**config.mk**
```make
export PLATFORM = sky130hd
export DESIGN_NAME = drive_ramp_pwm
export DESIGN_NICKNAME = d
export VERILOG_FILES = /design/src/rtl/drive_ramp_pwm.sv
export SDC_FILE = /design/constraint.sdc
export NUM_CORES = 1
export LEC_CHECK = 0
export ABC_AREA = 1
export BUFFER_PORTS_ARGS = -buffer_cell sky130_fd_sc_hd__buf_2
export CAP_MARGIN = 5
export CORE_UTILIZATION = 45
export CTS_CLUSTER_SIZE = 8
export DETAILED_ROUTE_END_ITERATION = 10
export PLACE_DENSITY = 0.66
export SYNTH_ARGS = -nofsm -noshare
export SYNTH_HDL_FRONTEND = slang
export SYNTH_SLANG_ARGS = --single-unit
```
**constraint.sdc**
```tcl
create_clock -name clk -period 2.35 [get_ports clk]
set_input_delay 0.47 -clock clk [delete_from_list [all_inputs] [get_ports clk]]
set_output_delay 0.47 -clock clk [all_outputs]
set_load 0.005 [all_outputs]
```
**src/rtl/drive_ramp_pwm.sv**
```systemverilog
// drive_ramp_pwm: soft-start PWM drive for the left/right wheel motors.
// The base duty ramps between 0 and MAX_DUTY in STEP increments paced by
// ramp_tick. The right motor gets a signed trim. New duties are latched at
// the counter wrap so a period is never cut short. Emergency stop is the
// only exception and clears the outputs at once.
module drive_ramp_pwm #(
    parameter int PWM_BITS = 8,
    parameter int MAX_DUTY = 200,
    parameter int STEP     = 8
) (
    input  logic                clk,
    input  logic                reset,
    input  logic                enable_forward,
    input  logic                ramp_tick,
    input  logic                estop,
    input  logic [3:0]          trim,
    output logic                pwm_left,
    output logic                pwm_right,
    output logic [PWM_BITS-1:0] duty,
    output logic [1:0]          state,
    output logic                at_speed
);

    typedef enum logic [1:0] {
        IDLE      = 2'b00,
        RAMP_UP   = 2'b01,
        CRUISE    = 2'b10,
        RAMP_DOWN = 2'b11
    } state_t;

    localparam int                  TW      = PWM_BITS + 2;
    localparam logic [PWM_BITS:0]   STEP_G  = (PWM_BITS+1)'(STEP);
    localparam logic [PWM_BITS:0]   MAX_G   = (PWM_BITS+1)'(MAX_DUTY);
    localparam logic [PWM_BITS-1:0] MAX_D   = PWM_BITS'(MAX_DUTY);
    localparam logic [PWM_BITS-1:0] CNT_TOP = '1;

    state_t                state_q, state_d;
    logic [PWM_BITS-1:0]   duty_q, duty_d;
    logic [PWM_BITS-1:0]   cnt_q;
    logic [PWM_BITS-1:0]   act_l_q, act_r_q;
    logic                  pwm_l_q, pwm_r_q;

    // Guard bit on both ramp arithmetic paths so add/subtract never wrap.
    logic [PWM_BITS:0]     sum_up;
    logic signed [TW-1:0]  trim_sx, trim_sum;
    logic [PWM_BITS-1:0]   tgt_r;

    assign sum_up   = {1'b0, duty_q} + STEP_G;
    assign trim_sx  = {{(TW-4){trim[3]}}, trim};
    assign trim_sum = $signed({2'b00, duty_q}) + trim_sx;

    // Right-motor target: zero base duty stays zero, otherwise clamp duty+trim.
    always_comb begin
        tgt_r = '0;
        if (duty_q != '0) begin
            if (trim_sum[TW-1])
                tgt_r = '0;
            else if (trim_sum > $signed({2'b00, MAX_D}))
                tgt_r = MAX_D;
            else
                tgt_r = trim_sum[PWM_BITS-1:0];
        end
    end

    // Ramp FSM next state: estop first, then enable changes, then ramp ticks.
    always_comb begin
        state_d = state_q;
        duty_d  = duty_q;
        if (estop) begin
            state_d = IDLE;
            duty_d  = '0;
        end else begin
            case (state_q)
                IDLE: begin
                    if (enable_forward) state_d = RAMP_UP;
                end
                RAMP_UP: begin
                    if (!enable_forward) begin
                        state_d = RAMP_DOWN;
                    end else if (ramp_tick) begin
                        if (sum_up >= MAX_G) begin
                            duty_d  = MAX_D;
                            state_d = CRUISE;
                        end else begin
                            duty_d  = sum_up[PWM_BITS-1:0];
                        end
                    end
                end
                CRUISE: begin
                    duty_d = MAX_D;
                    if (!enable_forward) state_d = RAMP_DOWN;
                end
                RAMP_DOWN: begin
                    if (enable_forward) begin
                        state_d = RAMP_UP;
                    end else if (ramp_tick) begin
                        if ({1'b0, duty_q} <= STEP_G) begin
                            duty_d  = '0;
                            state_d = IDLE;
                        end else begin
                            duty_d  = duty_q - STEP_G[PWM_BITS-1:0];
                        end
                    end
                end
                default: state_d = IDLE;
            endcase
        end
    end

    // FSM and base duty registers.
    always_ff @(posedge clk) begin
        if (!reset) begin
            state_q <= IDLE;
            duty_q  <= '0;
        end else begin
            state_q <= state_d;
            duty_q  <= duty_d;
        end
    end

    // PWM counter, wrap-synchronous duty latch and registered compare outputs.
    always_ff @(posedge clk) begin
        if (!reset) begin
            cnt_q   <= '0;
            act_l_q <= '0;
            act_r_q <= '0;
            pwm_l_q <= 1'b0;
            pwm_r_q <= 1'b0;
        end else begin
            cnt_q <= cnt_q + 1'b1;
            if (estop) begin
                act_l_q <= '0;
                act_r_q <= '0;
                pwm_l_q <= 1'b0;
                pwm_r_q <= 1'b0;
            end else begin
                pwm_l_q <= (cnt_q < act_l_q);
                pwm_r_q <= (cnt_q < act_r_q);
                if (cnt_q == CNT_TOP) begin
                    act_l_q <= duty_q;
                    act_r_q <= tgt_r;
                end
            end
        end
    end

    assign pwm_left  = pwm_l_q;
    assign pwm_right = pwm_r_q;
    assign duty      = duty_q;
    assign state     = state_q;
    assign at_speed  = (state_q == CRUISE);

endmodule

```
# == Word level (Yosys, flattened, before mapping) ==
# Cells that the tools add are included.
# totals
inputBits,9
reg_bits,36
wordCells,56
# classes
add_sub_neg,4
n_mux,19
bitwise,1
reduce_logical,6
magnitude_cmp,5
eq_ne,14
# ops
cell,n
8-bit 2-to-1 mux,9
8-bit case mux with 3 select lines,1
8-bit less-than comparator,2
2-bit 2-to-1 mux,8
2-bit inequality test (second input constant),6
3-bit inequality test (second input constant),4
9-bit by 4-bit adder with 10-bit output,1
10-bit by 9-bit greater-than comparator with 1-bit output (second input constant),1
8-bit by 4-bit adder with 9-bit output (second input constant),1
9-bit by 8-bit >= comparator with 1-bit output (second input constant),1
8-bit by 1-bit adder with 8-bit output (second input constant),1
8-bit == test (second input constant),1
8-bit by 4-bit <= comparator with 1-bit output (second input constant),1
2-bit case mux with 4 select lines,1
8-bit nonzero test,1
8-bit by 4-bit subtractor with 8-bit output (second input constant),1
6-bit AND reduction,1
5-bit AND reduction,1
2-bit == test (second input constant),2
3-bit nonzero test,1
2-bit by 1-bit == test with 1-bit output (second input constant),1
2-bit logical NOT,1
2-bit OR reduction,1
1-bit inverter,1

# == Logic depth before layout (Yosys ltp) ==
# depth
depth_word,6
depth_mapped,13
ltp_nobuf,13

# == Worst setup path after synthesis ==
# Ideal clock, no wire load.
# synth_path
kind,flip-flop to flip-flop
start,register duty_q[6] (netlist: duty[6])
end,register act_r_q[4]
period_less_slack_ns,1.705
stages_incl_launch_ff,13
path_slack_ns,0.645
setup_ns,0.067
required_time_ns,2.283
arrival_time_ns,1.638
cell_sequence,dfxtp_1 -> ha_1 -> nand2_1 -> nand2_1 -> nand2_1 -> nand2_1 -> nor2_1 -> nand3_1 -> nand2_2 -> nand2_1 -> nand2_1 -> nand2_1 -> a21oi_2
# synth_via
elab_chain_len,5
word_cells_on_any_way,6
cone_classes,add/sub (1); order compare (1); mux (3); reduce/logical (1)
# synth_lines
item,line_no,rtl
from (decl),38,"logic [PWM_BITS-1:0] duty_q, duty_d;"
from (signal assigned),117,duty_q <= duty_d;
9-bit by 4-bit adder with 10-bit output,50,"assign trim_sum = $signed({2'b00, duty_q}) + trim_sx;"
10-bit by 9-bit greater-than comparator with 1-bit output,58,"else if (trim_sum > $signed({2'b00, MAX_D}))"
8-bit 2-to-1 mux,58,
8-bit 2-to-1 mux,56,if (trim_sum[TW-1])
8-bit 2-to-1 mux *,55,if (duty_q != '0) begin
to (signal assigned),141,act_r_q <= tgt_r;
to (decl),40,"logic [PWM_BITS-1:0] act_l_q, act_r_q;"
# Every way passes the cells marked *; elsewhere a longest branch is shown, timed or not.
# A chain may end at the register's enable or synchronous reset.

# == Worst setup path in the final report ==
# layout_path
start,register state_q[1] (netlist: state[1])
end,register duty_q[6] (netlist: duty[6])
# layout_via
elab_chain_len,3
word_cells_on_any_way,10
cone_classes,eq/ne (7); mux (1); reduce/logical (2)
# layout_lines
item,line_no,rtl
from (decl),37,"state_t state_q, state_d;"
from (signal assigned),116,state_q <= state_d;
2-bit by 1-bit == test with 1-bit output or 2-bit == test (tied branches),73,case (state_q)
2-bit inequality test (no line) or 3-bit nonzero test (tied branches),n/a,
5-bit AND reduction (no line),n/a,
# Several ways; a longest one is shown, not always the timed one.

==> flow_summary.toml <==
[floorplanning]
initial_core_util = 0.472
core_area_um2 = 4790
num_rows = 25
die_h_um = 72.8
die-area_um2 = 5310
chipWidth_um = 72.8
io_pins = 22

[finish]
final_cell_area_um2 = 2570
diodes = 0
num-nets-final = 384
final_common_cell = "nand2_1"
syn_to_final_growth_pct = 13.9
final_cell_mix = "nand2_1 (60), inv_1 (52), a21oi_1 (32), dfxtp_1 (30), ha_1 (27)"
layout-drive-gt1-share = 0.178

[synthesis]
syn_inst = 323
synth_edf_count = 0
yosys.cell_types.count = 35
syn_area_um2 = 2260
async_reset_ff_frac = 0
avgSynthCellArea_um2 = 6.99
yosysSeqAreaShare = 0.266
yosys_register_bits = 30
synth_flop_cell = "dfxtp_1"
synth_warnings = 0

[power_and_ir_drop]
seqPwrFrac = 0.374
p_int_mw = 1.07
p_sw_mw = 0.367
power.total_mw = 1.44
combPwrFrac = 0.172
clockPowerShare = 0.453
p_per_area_nw_per_um2 = 558
ir_drop_uv = 506
switching_share = 0.256
p_leak_nw = 1.19

[global_route]
grt_pass1_vias = 1736
track_usage = 0.191
grt_pass1_wl_mm = 7.80
grt_max_degree = 13
grt_remaining_overflow = 0
antenna_found_initial = 0

[timing]
finalCritPeriodShare = 0.827
hold_viol_final = 0
worst_slack_ps = 407
fmax_mhz = 515
setup-violations-final = 0
fin_crit_ps = 1940
rsz0062_at_grt = "no"
skew_ps = 7.86
tns_ps = 0
slew_violations = 0

[place]
gp_congestion = 0.881
port_buffers = 18
hpwlAfterDp_mm = 3.54
place_area_um2 = 2430
pre_cts_ws_ps = 297

[clock_network]
cts_setup_buffers = 0
insertion_delay_ps = 280
cts.clk_slew.worst_paths_ps = 70
cts_tree = "built"
htree_num_levels = 2
numCtsBuffers = 5
hold_buffers = 0
post_cts_resized = 0
root_buffer = "clkbuf_8"
cts_num_sinks = 30
cts_buffer_depth = 2

[setup_path]
endpoint_kind = "register"
r2r_cells = 10
regToRegStartpoint = "state[1]"
crit_path_max_fanout = 6
startpoint_type = "register"
r2r_end = "duty[6]"
critPathArrivalTime_ps = 2120
critPathRequiredTime_ps = 2530
r2r_slack_ps = 410
worstSetupPathType = "register to register"

[worst_hold_path]
min_path_cells = 3
worstHoldStart = "reset"
min_path_type = "input pin to register"
holdPathEnd = "cnt_q[1]"

[detailed_routing]
drt_pre_antenna_iters = 4
avgViaCountPerCell = 4.84
drc = 0
drt_iter0_drc = 63
wl_mm = 4.58
wl_per_cell_um = 11.0
dr_total_vias = 2014
postRouteAntennaNets = 0

[job]
max-cap-violations = 0

[outcome]
status = "complete, no violations"
final cells by class:
| cell class | count | area, um2 |
|---|---|---|
| Clock inverter | 2 | 60.1 |
| Tap cell | 67 | 83.8 |
| Timing Repair Buffer | 23 | 128 |
| Fill cell | 470 | 2210 |
| Inverter | 59 | 221 |
| Clock buffer | 6 | 82.6 |
| Sequential cell | 30 | 601 |
| Multi-Input combinational cell | 229 | 1400 |
worst max-delay path, cell delays in order (launching register included):
cell	delay [ps]
dfxtp_1	410
ha_1	370
inv_2	90
nand2_1	80
o21ai_1	50
nor3_1	130
nand2_1	180
nor2_2	180
o21ai_1	90
o21ai_1	200
inv_1	60
sequential cells by signal, summed over array words and instances (netlist names):
| signal | cells |
|---|---|
| duty | 5 |
| cnt_q | 8 |
| state | 2 |
| pwm_right | 1 |
| act_r_q | 8 |
| act_l_q | 5 |
| pwm_left | 1 |
worst max-delay path by stage:
stage | endpoint | cells past startpoint | start | slack [ps]
floorplan | act_r_q[4] | 12 | duty[6] | 650
global placement | act_r_q[4] | 12 | trim[3] | 320
detailed placement | act_r_q[2] | 9 | trim[3] | 300
CTS | duty[6] | 10 | state[1] | 480
global route | duty[6] | 10 | state[1] | 270
finish | duty[6] | 10 | state[1] | 410
power groups by stage:
| stage | Clock (mW) | Combinational, mW | Sequential, mW |
|---|---|---|---|
| after global placement | 0 | 0.245 | 0.549 |
| after floorplan | 0 | 0.185 | 0.549 |
| after detailed placement | 0 | 0.246 | 0.549 |
| after global routing | 0.695 | 0.284 | 0.539 |
| after CTS | 0.664 | 0.248 | 0.537 |
| final | 0.650 | 0.247 | 0.537 |
per-stage QoR:
| step | hold WS (ps) | std cells | utilization |
|---|---|---|---|
| 2_1_floorplan | 427 | 325 | - |
| 3_3_place_gp | 457 | 408 | 0.507 |
| 3_5_place_dp | 457 | 408 | 0.507 |
| 4_1_cts | 442 | 416 | 0.537 |
| 5_1_grt | 450 | 416 | 0.537 |
| 6_report | 444 | 416 | 0.537 |
cell usage after synthesis, types with 2 or more instances:
| cell | count | area [um2] |
|---|---|---|
| nor2_1 | 17 | 63.8 |
| a21oi_2 | 2 | 17.5 |
| o21ai_0 | 14 | 70.1 |
| clkbuf_1 | 2 | 7.51 |
| nor2_2 | 2 | 12.5 |
| nand3_1 | 19 | 95.1 |
| xor2_1 | 3 | 26.3 |
| a31oi_1 | 3 | 18.8 |
| inv_2 | 6 | 22.5 |
| nand2_2 | 8 | 50.1 |
| buf_4 | 4 | 30.0 |
| inv_1 | 52 | 195 |
| a21oi_1 | 32 | 160 |
| ha_1 | 27 | 338 |
| nor4_1 | 2 | 12.5 |
| o21ai_1 | 4 | 20.0 |
| nand3_2 | 4 | 40.0 |
| or2_2 | 2 | 12.5 |
| nor3_1 | 6 | 30.0 |
| nand2_1 | 60 | 225 |
| dfxtp_1 | 30 | 601 |
| nand3b_1 | 2 | 15.0 |
| nand4_1 | 9 | 56.3 |
| nor2_4 | 2 | 22.5 |
routing by layer:
| metal | GRT usage | wire, um | vias up |
|---|---|---|---|
| met5 | 0 | 0 | - |
| met4 | 0.0697 | 51 | 0 |
| met3 | 0.0539 | 146 | 4 |
| met2 | 0.298 | 2070 | 32 |
| met1 | 0.251 | 2320 | 881 |
| li1 | - | - | 1097 |
logic make-up (layout without fill, tap and decap cells):
| kind of cell | count (synthesis) | count (layout) | share of synthesized area |
|---|---|---|---|
| DFF | 30 | 30 | 0.266 |
| adders and majority gates | 27 | 27 | 0.150 |
| buffers and inverters | 66 | 90 | 0.120 |
| other | 1 | 3 | 0.00166 |
| and+or+nand+nor | 137 | 137 | 0.306 |
| AOI/OAI and AO/OA | 58 | 58 | 0.141 |
| xor gates and xnor gates | 4 | 4 | 0.0155 |
Power figures use the tool's default switching activity.
